File: src/rtl/i2c_arbiter.sv
// i2c_arbiter: round-robin arbiter that lets NREQ requesters share a single I2C driver.
// Each granted transaction is handed to the driver, and the driver's busy handshake is
// tracked. A watchdog aborts a transaction when the driver never accepts it or never
// finishes it.
//
// Ports
//   clk, rst_n            system clock; synchronous active-low reset
//   req[NREQ]             level request per requester, held until its done pulse
//   req_rw[NREQ]          direction per requester (1 = read)
//   req_addr[7*NREQ]      packed 7-bit slave addresses
//   req_wdata[8*NREQ]     packed write bytes
//   gnt[NREQ]             one-hot owner of the current transaction, zero when idle
//   done[NREQ]            one-cycle completion pulse on the owner's bit
//   err                   1 = watchdog abort (valid while done is nonzero)
//   rdata[8]              read byte (valid while done is nonzero)
//   drv_start             one-cycle start pulse to the driver
//   drv_rw/addr/wdata     transaction fields latched at arbitration
//   drv_busy              driver busy
//   drv_rdata[8]          driver read byte, sampled when busy falls
module i2c_arbiter #(
    parameter int unsigned NREQ  = 4,
    parameter int unsigned TMO_W = 16
) (
    input  logic                 clk,
    input  logic                 rst_n,
    input  logic [NREQ-1:0]      req,
    input  logic [NREQ-1:0]      req_rw,
    input  logic [7*NREQ-1:0]    req_addr,
    input  logic [8*NREQ-1:0]    req_wdata,
    output logic [NREQ-1:0]      gnt,
    output logic [NREQ-1:0]      done,
    output logic                 err,
    output logic [7:0]           rdata,
    output logic                 drv_start,
    output logic                 drv_rw,
    output logic [6:0]           drv_addr,
    output logic [7:0]           drv_wdata,
    input  logic                 drv_busy,
    input  logic [7:0]           drv_rdata
);

    localparam int unsigned IDX_W = $clog2(NREQ);
    // Timeout fires when the count reaches 2^TMO_W-1, i.e. when incrementing from this value.
    localparam logic [TMO_W-1:0] WD_LAST = {{(TMO_W-1){1'b1}}, 1'b0};
    localparam logic [IDX_W-1:0] IDX_MAX = IDX_W'(NREQ - 1);

    typedef enum logic [2:0] {
        StIdle,
        StIssue,
        StWaitAcc,
        StRun,
        StDone
    } state_e;

    state_e             state_q;
    logic [IDX_W-1:0]   ptr_q;
    logic [IDX_W-1:0]   owner_q;
    logic [TMO_W-1:0]   wd_q;

    logic               win_found;
    logic [IDX_W-1:0]   win_idx;

    // First active request at or above ptr_q, wrapping to index 0.
    always_comb begin
        win_found = 1'b0;
        win_idx   = '0;
        for (int k = 0; k < int'(NREQ); k++) begin
            if (!win_found && req[(int'(ptr_q) + k) % int'(NREQ)]) begin
                win_found = 1'b1;
                win_idx   = IDX_W'((int'(ptr_q) + k) % int'(NREQ));
            end
        end
    end

    always_ff @(posedge clk) begin
        if (!rst_n) begin
            state_q   <= StIdle;
            ptr_q     <= '0;
            owner_q   <= '0;
            wd_q      <= '0;
            gnt       <= '0;
            done      <= '0;
            err       <= 1'b0;
            rdata     <= 8'h00;
            drv_start <= 1'b0;
            drv_rw    <= 1'b0;
            drv_addr  <= 7'h00;
            drv_wdata <= 8'h00;
        end else begin
            drv_start <= 1'b0;
            done      <= '0;
            unique case (state_q)
                StIdle: begin
                    // A busy driver belongs to someone else (or is still winding down).
                    if (win_found && !drv_busy) begin
                        owner_q   <= win_idx;
                        gnt       <= {{(NREQ-1){1'b0}}, 1'b1} << win_idx;
                        drv_rw    <= req_rw[win_idx];
                        drv_addr  <= req_addr[7*int'(win_idx) +: 7];
                        drv_wdata <= req_wdata[8*int'(win_idx) +: 8];
                        drv_start <= 1'b1;
                        state_q   <= StIssue;
                    end
                end
                StIssue: begin
                    wd_q    <= '0;
                    state_q <= StWaitAcc;
                end
                StWaitAcc: begin
                    if (drv_busy) begin
                        wd_q    <= '0;
                        state_q <= StRun;
                    end else if (wd_q == WD_LAST) begin
                        wd_q    <= wd_q + 1'b1;
                        done    <= gnt;
                        err     <= 1'b1;
                        rdata   <= 8'h00;
                        state_q <= StDone;
                    end else begin
                        wd_q <= wd_q + 1'b1;
                    end
                end
                StRun: begin
                    // Completion wins over a timeout landing on the same edge.
                    if (!drv_busy) begin
                        done    <= gnt;
                        err     <= 1'b0;
                        rdata   <= drv_rw ? drv_rdata : 8'h00;
                        state_q <= StDone;
                    end else if (wd_q == WD_LAST) begin
                        wd_q    <= wd_q + 1'b1;
                        done    <= gnt;
                        err     <= 1'b1;
                        rdata   <= 8'h00;
                        state_q <= StDone;
                    end else begin
                        wd_q <= wd_q + 1'b1;
                    end
                end
                StDone: begin
                    gnt     <= '0;
                    ptr_q   <= (owner_q == IDX_MAX) ? '0 : owner_q + 1'b1;
                    state_q <= StIdle;
                end
                default: state_q <= StIdle;
            endcase
        end
    end

endmodule

File: config.mk
export PLATFORM = sky130hd
export DESIGN_NAME = i2c_arbiter
export DESIGN_NICKNAME = d
export VERILOG_FILES = /design/src/rtl/i2c_arbiter.sv
export SDC_FILE = /design/constraint.sdc
export NUM_CORES = 1
export LEC_CHECK = 0
export CORE_MARGIN = 4
export CORE_UTILIZATION = 30
export CTS_BUF_LIST = sky130_fd_sc_hd__clkbuf_4 sky130_fd_sc_hd__clkbuf_8
export DETAILED_ROUTE_END_ITERATION = 6
export PLACE_DENSITY = 0.59
export SLEW_MARGIN = 20
export SYNTH_ARGS = -nofsm -noshare
export SYNTH_HDL_FRONTEND = slang
export SYNTH_SLANG_ARGS = --single-unit
export TNS_END_PERCENT = 1
File: constraint.sdc
create_clock -name clk -period 2.1 [get_ports clk]
set_clock_uncertainty 0.15 [all_clocks]
set_input_delay 0.42 -clock clk [delete_from_list [all_inputs] [get_ports clk]]
set_output_delay 0.42 -clock clk [all_outputs]
set_load 0.05 [all_outputs]
==> flow_metrics.env <==
export IMPL_status="finished clean"
export IMPL_diodes=0
export IMPL_slowest_delay_ns=0.81
export IMPL_tightest_slew_ns=0.618
export IMPL_arrival_ns=1.50
export IMPL_layout_drive_gt1_share=0.171
export IMPL_syn_area_per_cell_um2=8.14
export IMPL_final_cell_mix="clkdlybuf4s50_1, dfxtp_1, buf_4"
export IMPL_gp_congestion=0.846
export IMPL_r2r_start="state_q[0]"
export IMPL_cp_cell_sequence="clkdlybuf4s50_1"
export IMPL_track_usage=0.161
export IMPL_first_pass_iters=4
export IMPL_setup_violations_final=0
export IMPL_detailroute_via_count=3180
export IMPL_io_buffers=112
export IMPL_hold_start="owner_q[1]"
export IMPL_relSlewSlack=0.588
export IMPL_finalHoldViolations=0
export IMPL_fp_dieW_um=106
export IMPL_clk_pin_slew_ns=0.08
export IMPL_clkSinkCount=57
export IMPL_rsz0062_at_grt="false"
export IMPL_regToRegSetupSlack_ns=0.10
export IMPL_power_density_nw_per_um2=737
export IMPL_grt_first_pass_wirelength_um=14800
export IMPL_antenna_found_initial=0
export IMPL_worst_r2r_endpoint="owner_q[0]"
export IMPL_cts_tree="built"
export IMPL_leakagePower_nw=1.78
export IMPL_synth_largest_area_cell="dfxtp_1"
export IMPL_syn_to_final_growth_pct=58.0
export IMPL_reg2reg_depth=4
export IMPL_dieArea_um2=11300
export IMPL_worst_setup_path_start_kind="flop"
export IMPL_critPathBufInv=1
export IMPL_n_fill_cell=909
export IMPL_overflow=0
export IMPL_worstPathRequired_ns=1.53
export IMPL_synth_distinct_cells=47
export IMPL_synthArstFlopShare=0
export IMPL_fin_nets=569
export IMPL_worstSetupPathDepth=1
export IMPL_ctsLongestPathBuffers=2
export IMPL_hp_class="reg2reg"
export IMPL_critical_path_class="reg2out"
export IMPL_wl_met1_um=3870
export IMPL_wl_met3_um=734
export IMPL_hold_buffers=0
export IMPL_ios=113
export IMPL_seq_area_frac_synth=0.394
export IMPL_maxCapViolations=0
export IMPL_numCtsBuffers=9
export IMPL_grt_max_degree=25
export IMPL_synth_nets=438
export IMPL_grt_pass1_vias=3157
export IMPL_synth_enable_flop_cells=0
export IMPL_core_um2=9330
export IMPL_yosys_top_cells_area="dfxtp_1, o21ai_0, a21oi_1"
export IMPL_detailedPlace_worstSlack_ns=-0.401
export IMPL_ys_seq_elements=57
export IMPL_synth_area_um2=2900
export IMPL_via_per_inst=5.12
export IMPL_synth_cells=356
export IMPL_p_total_mw=3.37
export IMPL_initial_core_util=0.311
export IMPL_tns_ns=0
export IMPL_fin_util=0.491
export IMPL_dpl_hpwl_um=7070
export IMPL_drtIter0Drc=134
export IMPL_synthFlopType="dfxtp_1"
export IMPL_fin_ws_ns=0.0268
export IMPL_cp_slowest_cell="clkdlybuf4s50_1"
export IMPL_fmax_mhz=482
export IMPL_post_route_drc_count=0
export IMPL_route_met2_wl_um=4490
export IMPL_insertion_delay_ns=0.34
export IMPL_yosysWarnings=0
export IMPL_die_h_um=106
export IMPL_post_cts_buffers=0
export IMPL_crit_family="buffers and inverters"
export IMPL_rows=35
export IMPL_startpoint="drv_addr[4]"
export IMPL_end_kind="primary output"
export IMPL_ant_nets=0
export IMPL_fin_crit_ns=2.07
export IMPL_h_tree_depth=3
export IMPL_wl_per_cell_um=14.9
export IMPL_hold_slack_ns=0.310
export IMPL_worstPathMaxFanout=2
export IMPL_layout_commonest_cell="clkdlybuf4s50_1"
export IMPL_wirelength_um=9280
export IMPL_fin_crit_sh=0.987
export IMPL_critical_path_endpoint="drv_addr[4]"
export IMPL_slew_viol_final=0
export IMPL_cts_root_buf="clkbuf_8"
export IMPL_top_layer="met4"
export IMPL_yosys_area_top_type_share=0.394
export IMPL_vdd_drop_max_mv=0.333
metrics by stage:
step                      instance area (µm²)  instances
after floorplan                          2900        356
after global placement                   4330        605
after detailed placement                 4330        605
after CTS                                4570        621
after global routing                     4580        621
final                                    4580        621
power breakdown:
part	switching [mW]	internal [mW]
sequential	0.0524	1.16
clock	0.514	0.677
combinational	0.543	0.431
total	1.11	2.27
tightest hold or removal path, stage by stage (launching register included):
cell and delay, ns:
dfxtp_1 0.31, nand2_1 0.05, a21oi_1 0.05
worst min path at each step:
| stage | end | depth (start not counted) |
|---|---|---|
| 2_1_floorplan | owner_q[1] | 2 |
| 3_3_place_gp | rdata[0] | 1 |
| 4_1_cts | owner_q[1] | 2 |
| 3_5_place_dp | owner_q[1] | 2 |
| 5_1_grt | rdata[1] | 1 |
| 6_report | owner_q[1] | 2 |
layout make-up:
| type | instances | area (µm²) | area share |
|---|---|---|---|
| clock buffer | 9 | 124 | 0.0271 |
| tap | 129 | 161 | 0.0353 |
| inverter | 6 | 22.5 | 0.00492 |
| timing repair buffer | 150 | 1390 | 0.305 |
| multi-input combinational | 263 | 1630 | 0.356 |
| sequential | 57 | 1140 | 0.250 |
| clock inverter | 7 | 103 | 0.0224 |
repair_timing:
action	CTS	global route
setup endpoints to repair	12	4
pin swaps	4	0
hold endpoints to repair	0	0
gates resized for setup	7	4
synth_stat cells (all sizes together) (2+ instances only):
cell	number
xnor2	4
or4	6
and3	17
buf	8
a22oi	16
nor3	4
o21ba	2
nand4	3
o21bai	4
nand3	11
clkbuf	22
a31oi	19
o21ai	42
nor2b	8
dfxtp	57
nand3b	3
or3	4
mux2i	3
o31ai	3
nand2	15
and2	2
nor4	7
ha	3
a21oi	37
and4	3
a21o	2
nand2b	5
a22o	8
or2	4
inv	6
and3b	2
nor2	16
cell families (layout without fill, tap and decap cells):
kind of cell	Yosys count	in the layout	synth area share
XOR/XNOR	5	5	0.0151
multiplexers	3	3	0.0104
flip-flops	57	57	0.394
buffers and inverters	36	172	0.0514
AND/OR/NAND/NOR	114	114	0.228
adder cells (fa/ha/maj)	3	3	0.0130
AO/OA/AOI/OAI	138	138	0.288
sequential cells by signal (all words and copies together), names as in the netlist:
signal,cells
drv_addr,7
rdata,8
drv_start,1
drv_rw,1
err,1
owner_q,2
wd_q,16
ptr_q,2
drv_wdata,8
done,4
state_q,3
gnt,4
metal layers:
layer,track usage,vias up
li1,-,1590
met1,0.180,1470
met2,0.277,101
met3,0.0534,19
met4,0.0731,0
met5,0,-
No activity file was read; power rests on OpenSTA's default activity.
